`src/rtl/sl_apb_pkg.sv`:
```
// Shared definitions for the serial-line APB bridge: register map, the
// bridge state type and the command record captured at accept time.
package sl_apb_pkg;

    localparam int ADDR_WIDTH = 10;
    localparam int DATA_WIDTH = 32;
    localparam int STRB_WIDTH = DATA_WIDTH / 8;

    // Responder register map
    localparam logic [ADDR_WIDTH-1:0] DATA_REG_ADDR   = 10'd5;
    localparam logic [ADDR_WIDTH-1:0] CONFIG_REG_ADDR = 10'd6;
    localparam logic [ADDR_WIDTH-1:0] STATUS_REG_ADDR = 10'd7;

    typedef enum logic [1:0] {
        IDLE   = 2'd0,
        SETUP  = 2'd1,
        ACCESS = 2'd2,
        RESP   = 2'd3
    } apb_state_e;

    typedef struct packed {
        logic [ADDR_WIDTH-1:0] addr;
        logic                  write;
        logic [DATA_WIDTH-1:0] wdata;
        logic [STRB_WIDTH-1:0] strb;
    } apb_cmd_t;

    // Reads never drive write data or strobes onto the bus.
    function automatic apb_cmd_t mask_read(input apb_cmd_t c);
        apb_cmd_t m;
        m = c;
        if (!c.write) begin
            m.wdata = '0;
            m.strb  = '0;
        end
        return m;
    endfunction

endpackage

```
`src/rtl/apb_timeout_cnt.sv`:
```
// ACCESS-phase watchdog: counts responder wait cycles and flags the wait
// cycle that brings the count to TIMEOUT_CYCLES. A ready on that same cycle
// is not a wait cycle, so a late-but-in-time responder still completes.
module apb_timeout_cnt #(
    parameter int TIMEOUT_CYCLES = 255
) (
    input  logic i_clk,
    input  logic i_rst,
    input  logic i_clr,
    input  logic i_wait,
    output logic o_expired
);

    localparam int CLOG_W = $clog2(TIMEOUT_CYCLES + 1);
    localparam int CNT_W  = (CLOG_W > 8) ? CLOG_W : 8;
    localparam logic [CNT_W-1:0] LAST_WAIT = CNT_W'(TIMEOUT_CYCLES - 1);

    logic [CNT_W-1:0] r_cnt;

    // Wait-cycle counter, restarted before every ACCESS phase
    always_ff @(posedge i_clk or posedge i_rst) begin
        if (i_rst)       r_cnt <= '0;
        else if (i_clr)  r_cnt <= '0;
        else if (i_wait) r_cnt <= r_cnt + CNT_W'(1);
    end

    assign o_expired = i_wait && (r_cnt == LAST_WAIT);

endmodule

```
`src/rtl/apb_master_bridge.sv`:
```
// APB initiator: single outstanding command in, SETUP/ACCESS transfer on
// APB, single response out. Optional ACCESS watchdog when
// APB_MASTER_TIMEOUT_EN is defined; otherwise ACCESS waits indefinitely.
// The command register follows the sl_apb_pkg widths, so ADDR_WIDTH and
// DATA_WIDTH must stay equal to the package values.
module apb_master_bridge #(
    parameter int ADDR_WIDTH     = 10,
    parameter int DATA_WIDTH     = 32,
    parameter int TIMEOUT_CYCLES = 255
) (
    input  logic                    pclk,
    input  logic                    preset,
    input  logic                    cmd_valid,
    output logic                    cmd_ready,
    input  logic [ADDR_WIDTH-1:0]   cmd_addr,
    input  logic                    cmd_write,
    input  logic [DATA_WIDTH-1:0]   cmd_wdata,
    input  logic [DATA_WIDTH/8-1:0] cmd_strb,
    output logic                    rsp_valid,
    input  logic                    rsp_ready,
    output logic [DATA_WIDTH-1:0]   rsp_rdata,
    output logic                    rsp_err,
    output logic                    rsp_timeout,
    output logic [ADDR_WIDTH-1:0]   paddr,
    output logic                    psel,
    output logic                    penable,
    output logic                    pwrite,
    output logic [DATA_WIDTH-1:0]   pwdata,
    output logic [DATA_WIDTH/8-1:0] pstrb,
    input  logic                    pready,
    input  logic [DATA_WIDTH-1:0]   prdata,
    input  logic                    pslverr
);

    import sl_apb_pkg::*;

    apb_state_e            r_state, w_state_nxt;
    apb_cmd_t              r_cmd, w_cmd_nxt;
    logic                  r_psel, w_psel_nxt;
    logic                  r_penable, w_penable_nxt;
    logic                  r_rsp_valid, w_rsp_valid_nxt;
    logic [DATA_WIDTH-1:0] r_rsp_rdata, w_rsp_rdata_nxt;
    logic                  r_rsp_err, w_rsp_err_nxt;
    logic                  w_cmd_ready;

`ifdef APB_MASTER_TIMEOUT_EN
    logic                  r_rsp_timeout, w_rsp_timeout_nxt;
    logic                  w_expired;
`endif

    assign w_cmd_ready = (r_state == IDLE) && !preset;

    // Next state and next registered outputs
    always_comb begin
        w_state_nxt     = r_state;
        w_cmd_nxt       = r_cmd;
        w_psel_nxt      = r_psel;
        w_penable_nxt   = r_penable;
        w_rsp_valid_nxt = r_rsp_valid;
        w_rsp_rdata_nxt = r_rsp_rdata;
        w_rsp_err_nxt   = r_rsp_err;
`ifdef APB_MASTER_TIMEOUT_EN
        w_rsp_timeout_nxt = r_rsp_timeout;
`endif
        case (r_state)
            IDLE: begin
                if (cmd_valid && w_cmd_ready) begin
                    w_cmd_nxt   = mask_read('{addr:  cmd_addr,
                                              write: cmd_write,
                                              wdata: cmd_wdata,
                                              strb:  cmd_strb});
                    w_psel_nxt  = 1'b1;
                    w_state_nxt = SETUP;
                end
            end
            SETUP: begin
                w_penable_nxt = 1'b1;
                w_state_nxt   = ACCESS;
            end
            ACCESS: begin
                if (pready) begin
                    w_rsp_rdata_nxt = r_cmd.write ? '0 : prdata;
                    w_rsp_err_nxt   = pslverr;
`ifdef APB_MASTER_TIMEOUT_EN
                    w_rsp_timeout_nxt = 1'b0;
`endif
                    w_psel_nxt      = 1'b0;
                    w_penable_nxt   = 1'b0;
                    w_rsp_valid_nxt = 1'b1;
                    w_state_nxt     = RESP;
                end
`ifdef APB_MASTER_TIMEOUT_EN
                else if (w_expired) begin
                    w_rsp_rdata_nxt   = '0;
                    w_rsp_err_nxt     = 1'b1;
                    w_rsp_timeout_nxt = 1'b1;
                    w_psel_nxt        = 1'b0;
                    w_penable_nxt     = 1'b0;
                    w_rsp_valid_nxt   = 1'b1;
                    w_state_nxt       = RESP;
                end
`endif
            end
            RESP: begin
                if (rsp_ready) begin
                    w_rsp_valid_nxt = 1'b0;
                    w_state_nxt     = IDLE;
                end
            end
            default: w_state_nxt = IDLE;
        endcase
    end

    // State register
    always_ff @(posedge pclk or posedge preset) begin
        if (preset) r_state <= IDLE;
        else        r_state <= w_state_nxt;
    end

    // Registered APB and response outputs; reset kills any in-flight transfer
    always_ff @(posedge pclk or posedge preset) begin
        if (preset) begin
            r_cmd       <= '0;
            r_psel      <= 1'b0;
            r_penable   <= 1'b0;
            r_rsp_valid <= 1'b0;
            r_rsp_rdata <= '0;
            r_rsp_err   <= 1'b0;
        end else begin
            r_cmd       <= w_cmd_nxt;
            r_psel      <= w_psel_nxt;
            r_penable   <= w_penable_nxt;
            r_rsp_valid <= w_rsp_valid_nxt;
            r_rsp_rdata <= w_rsp_rdata_nxt;
            r_rsp_err   <= w_rsp_err_nxt;
        end
    end

`ifdef APB_MASTER_TIMEOUT_EN
    // Timeout flag register
    always_ff @(posedge pclk or posedge preset) begin
        if (preset) r_rsp_timeout <= 1'b0;
        else        r_rsp_timeout <= w_rsp_timeout_nxt;
    end

    apb_timeout_cnt #(
        .TIMEOUT_CYCLES (TIMEOUT_CYCLES)
    ) u_timeout (
        .i_clk     (pclk),
        .i_rst     (preset),
        .i_clr     (r_state == SETUP),
        .i_wait    ((r_state == ACCESS) && !pready),
        .o_expired (w_expired)
    );

    assign rsp_timeout = r_rsp_timeout;
`else
    logic [31:0] w_unused_timeout_cfg;
    assign w_unused_timeout_cfg = TIMEOUT_CYCLES;
    assign rsp_timeout          = 1'b0;
`endif

    assign cmd_ready = w_cmd_ready;
    assign rsp_valid = r_rsp_valid;
    assign rsp_rdata = r_rsp_rdata;
    assign rsp_err   = r_rsp_err;
    assign paddr     = r_cmd.addr;
    assign pwrite    = r_cmd.write;
    assign pwdata    = r_cmd.wdata;
    assign pstrb     = r_cmd.strb;
    assign psel      = r_psel;
    assign penable   = r_penable;

    // An enable phase is always framed by select
    a_penable_psel: assert property (@(posedge pclk) disable iff (preset) penable |-> psel);

endmodule
```
`config.mk`:
```
export PLATFORM = sky130hd
export DESIGN_NAME = apb_master_bridge
export DESIGN_NICKNAME = d
export VERILOG_FILES = /design/src/rtl/sl_apb_pkg.sv /design/src/rtl/apb_timeout_cnt.sv /design/src/rtl/apb_master_bridge.sv
export SDC_FILE = /design/constraint.sdc
export NUM_CORES = 1
export LEC_CHECK = 0
export ABC_AREA = 1
export CORE_MARGIN = 3
export CORE_UTILIZATION = 35
export DETAILED_ROUTE_END_ITERATION = 8
export PLACE_DENSITY_LB_ADDON = 0.2
export SYNTH_ARGS = -nofsm -noshare
export SYNTH_HDL_FRONTEND = slang
export SYNTH_SLANG_ARGS = --single-unit
export TNS_END_PERCENT = 30
```
`constraint.sdc`:
```
create_clock -name pclk -period 1.41 [get_ports pclk]
set_input_delay 0.282 -clock pclk [delete_from_list [all_inputs] [get_ports pclk]]
set_output_delay 0.282 -clock pclk [all_outputs]
set_load 0.05 [all_outputs]
```
After elaboration in Yosys (flattened, before gate mapping)
Index checks and enable logic that the tools add are counted.

Bits in registers: 85. Output and inout bits: 85.

Equality and inequality tests: 6. Multiplexer cells: 13. Reductions and logical operators: 13.

Operators by type and width (number): 2-to-1 mux 36 bit (1); 2-to-1 mux 32 bit (1); AND reduction 3 bit (3); one-hot mux 2 bit (4 select lines) (1); 2-to-1 mux 2 bit (3); one-hot mux 1 bit (2 select lines) (3); AND reduction 2 bit (3); nonzero test 2 bit (3); equality test 2 bit, second input constant (2); 2-to-1 mux 1 bit (4); inequality test 2 bit, second input constant (2); equality test 2 x 1 -> 1 bit, second input constant (1); logical AND 1 bit (2); zero test 2 bit (1); inequality test 2 x 1 -> 1 bit, second input constant (1); zero test 1 bit (1).

Depth between registers and ports, before layout
Depth in word-level cells: 5. Gate-level depth with buffers: 8.

Least setup slack after synthesis
No wires, ideal clock.

Path type: input -> register. Start: in preset. End: reg r_cmd, in the netlist paddr[4]. Arrival: 2016 ps. Setup slack: -724 ps. Stages: 6. Path buffers: 2. Path through: inv_2 > nand3_4 > buf_4 > buf_6 > nand2_1 > nand2_1.

Cells in the longest elaborated chain, start to end: 4.

Ends and longest elaborated chain: start, declared (line apb_master_bridge.sv:12) `input logic preset,`; zero test 1 bit (no source line); logical AND 1 bit (line apb_master_bridge.sv:51) `assign w_cmd_ready = (r_state == IDLE) && !preset;`; logical AND 1 bit (line apb_master_bridge.sv:67) `if (cmd_valid && w_cmd_ready) begin`; AND reduction 2 bit (no source line); end signal, assigned (line apb_master_bridge.sv:130) `r_cmd <= w_cmd_nxt;`; end, declared (line apb_master_bridge.sv:38) `apb_cmd_t r_cmd, w_cmd_nxt;`.

No other way between the ends. A chain may end at the register's enable or synchronous reset.

Worst setup path in the final report
Start: reg r_state[1]. End: out cmd_ready.

Cells in the longest elaborated chain, start to end: 2.

Ends and longest elaborated chain: start, declared (line apb_master_bridge.sv:37) `apb_state_e r_state, w_state_nxt;`; start signal, assigned (line apb_master_bridge.sv:117) `else r_state <= w_state_nxt;`; zero test 2 bit (line apb_master_bridge.sv:51); logical AND 1 bit (line apb_master_bridge.sv:51); end, declared (line apb_master_bridge.sv:14) `output logic cmd_ready,`.

No other way between the ends.

==> summary.txt <==
Setup path
  – CP Class: reg -> out
  – Reg2Reg Depth: 8
  – Critical Path End Type: output port
  – CP required: about 1100 ps
  – Setup crit start kind: flop
  – Crit path max fanout: 2
  – Crit path arrival time: around 1200 ps
  – Worst R2R Setup Slack: -60 ps

Cells and area
  – Final Cell Area: roughly 0.0067 sq mm
  – Most frequent cells in the layout: nand2_1 (209), buf_12 (91), dfrtp_1 (85)
  – Commonest non-fill, non-tap cell in the layout: nand2_1
  – Util after Layout: 0.716
  – Diode count: 0
  – Share of layout cells above drive strength 1: 0.256
  – Final nets: 667
  – Layout area overhead: 95.5%

Power
  – Comb power frac: 0.632
  – Clk pwr share: 0.103
  – PD cells: between 2000 and 3000 mW/mm^2
  – LEAKAGE: between 3 and 4 nW
  – Sw Pwr: just under 8 mW
  – Switch share: 0.447
  – VDD IR-drop max: between 1500 and 2000 uV
  – Sequential Power Share: 0.266
  – Tot Pwr: between 15 and 20 mW
  – Internal: 9.65 mW

Min path
  – Hold path cells: 3
  – Worst Hold Class: in -> reg

Clock tree
  – Clk_lat worst skew: roughly 340 ps
  – Clk pin slew, worst setup/hold paths: about 90 ps
  – Clk buf depth: 2
  – Clock root cell: clkbuf_8
  – CTS tree: built
  – H-tree Lvls: 3
  – Num Clock Sinks: 85
  – Total CTS buffers: 9

Placed design
  – HPWL after detailed placement: between 7 and 8 mm
  – Dpl cell area: 0.00623 sq mm
  – Number of port buffers: 168
  – GP Congestion: ~0.77
  – Place WS: -190 ps

Routing
  – Drt total wl: ~11 mm
  – Drt initial violations: 112
  – Post-DRT Antenna Nets: 0
  – Vias per cell: 4.53
  – Drc violations: 0
  – Met2 routed wirelength: 5.08 mm
  – M1 wire length: 4.12 mm
  – Met3 wire len: between 1 and 1.5 mm
  – Vias after detailed routing: about 3200
  – DR top layer: met4
  – DR WL/cell: between 10 and 15 um
  – DRT Pass-1 Iters: 4

Run
  – Max_cap viols: 0

Global route
  – Tot GR Track Use: 0.184
  – Vias in the first global route: roughly 3300
  – Largest net degree at the start of global routing: 51
  – Initial antenna violation count: 0
  – First-pass GRT wire length: between 15 and 20 mm
  – Remaining global-route overflow: 0

Status
  – Outcome: finished with violations
  – Violated checks: negative setup slack

Yosys
  – YS warnings: 0
  – Sequential area share after synthesis: 0.617
  – Distinct cells, synth: 20
  – Synthesized area: 0.00345 sq mm
  – Register bit total from synthesis: 85
  – Mapped Nets: around 480
  – Synthesized instance count: 389
  – Mean post-synth cell area: 8.87 sq um

Die
  – Die H: between 100 and 150 um
  – I/O pin total: between 150 and 200
  – Die area: around 0.011 sq mm
  – Die Wd: around 110 um
  – Placeable Area: about 0.0094 sq mm
  – Row count: 35
  – Initial core utilization: 0.366

Timing
  – Max Clk Rate: about 660 MHz
  – Final setup skew: slightly above 8 ps
  – Tcrit/Tclk final: 1.08
  – Final min period: about 1500 ps
  – Final setup viols: 31
  – Min setup slack post-route: -107 ps
  – Max-slew violation count: 0
  – Final hold violations: 0
  – RSZ-0062 raised after global routing: yes
worst paths after layout:
kind                               start    endpoint
max                           r_state[1]   cmd_ready
min                        cmd_wdata[21]  pwdata[21]
max reg2reg                   r_state[1]   pwdata[3]
min reg2reg                   pwdata[11]  pwdata[11]
max in group asynchronous         preset    paddr[9]
min in group asynchronous         preset        psel
cell type report:
cell class / instances / area (sq um)
Multi-Input combinational cell: 270 / 1240
Timing Repair Buffer: 197 / 2950
Sequential cell: 85 / 2130
Tap cell: 129 / 161
Inverter: 14 / 62.6
Fill cell: 653 / 2670
Clock buffer: 10 / 138
Clock inverter: 6 / 70.1
repair_timing:
action / 4_1_cts / 5_1_grt
setup endpoints to repair: 67 / 84
gates resized for setup: 16 / 20
setup buffers: 4 / 5
hold buffers: 0 / 0
cloned: 2 / 4
pin swaps: 4 / 7
metal layers:
metal | track usage | up-vias
met3 | 0.0863 | 12
met1 | 0.232 | 1496
met2 | 0.281 | 144
met4 | 0.0581 | 0
li1 | - | 1568
met5 | 0 | -
worst max-delay path: stages, from the launching register on:
cell,delay [ps]
dfrtp_1,400
inv_2,80
ha_4,140
inv_2,40
nor2_4,90
buf_12,140
power groups by stage:
stage / sequential (mW) / clock, mW / combinational, mW
floorplan: 7.65 / 0 / 1.62
global placement: 4.62 / 0 / 10.3
detailed placement: 4.66 / 0 / 10.5
CTS: 4.63 / 1.85 / 10.8
global route: 4.76 / 1.96 / 11.6
finish: 4.63 / 1.79 / 11.0
stage by stage:
stage               setup TNS, ps  hold WS [ps]  std cells
detailed placement          -8550           530        683
global placement            -6220           524        683
global route                -5580           453        711
floorplan                   -73.3           195        389
finish                      -1180           464        711
CTS                          -176           444        705
kinds of logic (layout without fill, tap and decap cells):
family | count (synthesis) | in the layout | synth area share
buffers and inverters | 34 | 227 | 0.0519
other | 1 | 1 | 0.00109
and+or+nand+nor | 227 | 227 | 0.258
adders and majority gates | 5 | 5 | 0.0181
DFF | 85 | 85 | 0.617
AOI/OAI and AO/OA | 37 | 37 | 0.0544
cells in the mapped netlist:
cell | number | share of area
or2_0 | 1 | 0.0018
conb_1 | 1 | 0.0011
buf_1 | 4 | 0.0044
inv_2 | 1 | 0.0011
buf_6 | 5 | 0.016
a21oi_1 | 2 | 0.0029
buf_2 | 5 | 0.0073
buf_4 | 2 | 0.0044
or2_2 | 1 | 0.0018
ha_1 | 5 | 0.018
nand3_4 | 1 | 0.0051
nor2_8 | 1 | 0.0058
o21bai_1 | 1 | 0.0022
inv_1 | 13 | 0.014
clkbuf_1 | 4 | 0.0044
nand3_1 | 2 | 0.0029
nor2_1 | 6 | 0.0065
dfrtp_1 | 85 | 0.62
nand2_1 | 215 | 0.23
o21ai_0 | 34 | 0.049
flip-flops by register name, summed over array words and instances (netlist names):
register / flops
paddr: 10
penable: 1
psel: 1
pstrb: 4
pwdata: 32
pwrite: 1
r_state: 2
rsp_err: 1
rsp_rdata: 32
rsp_valid: 1
Power figures use the tool's default switching activity.
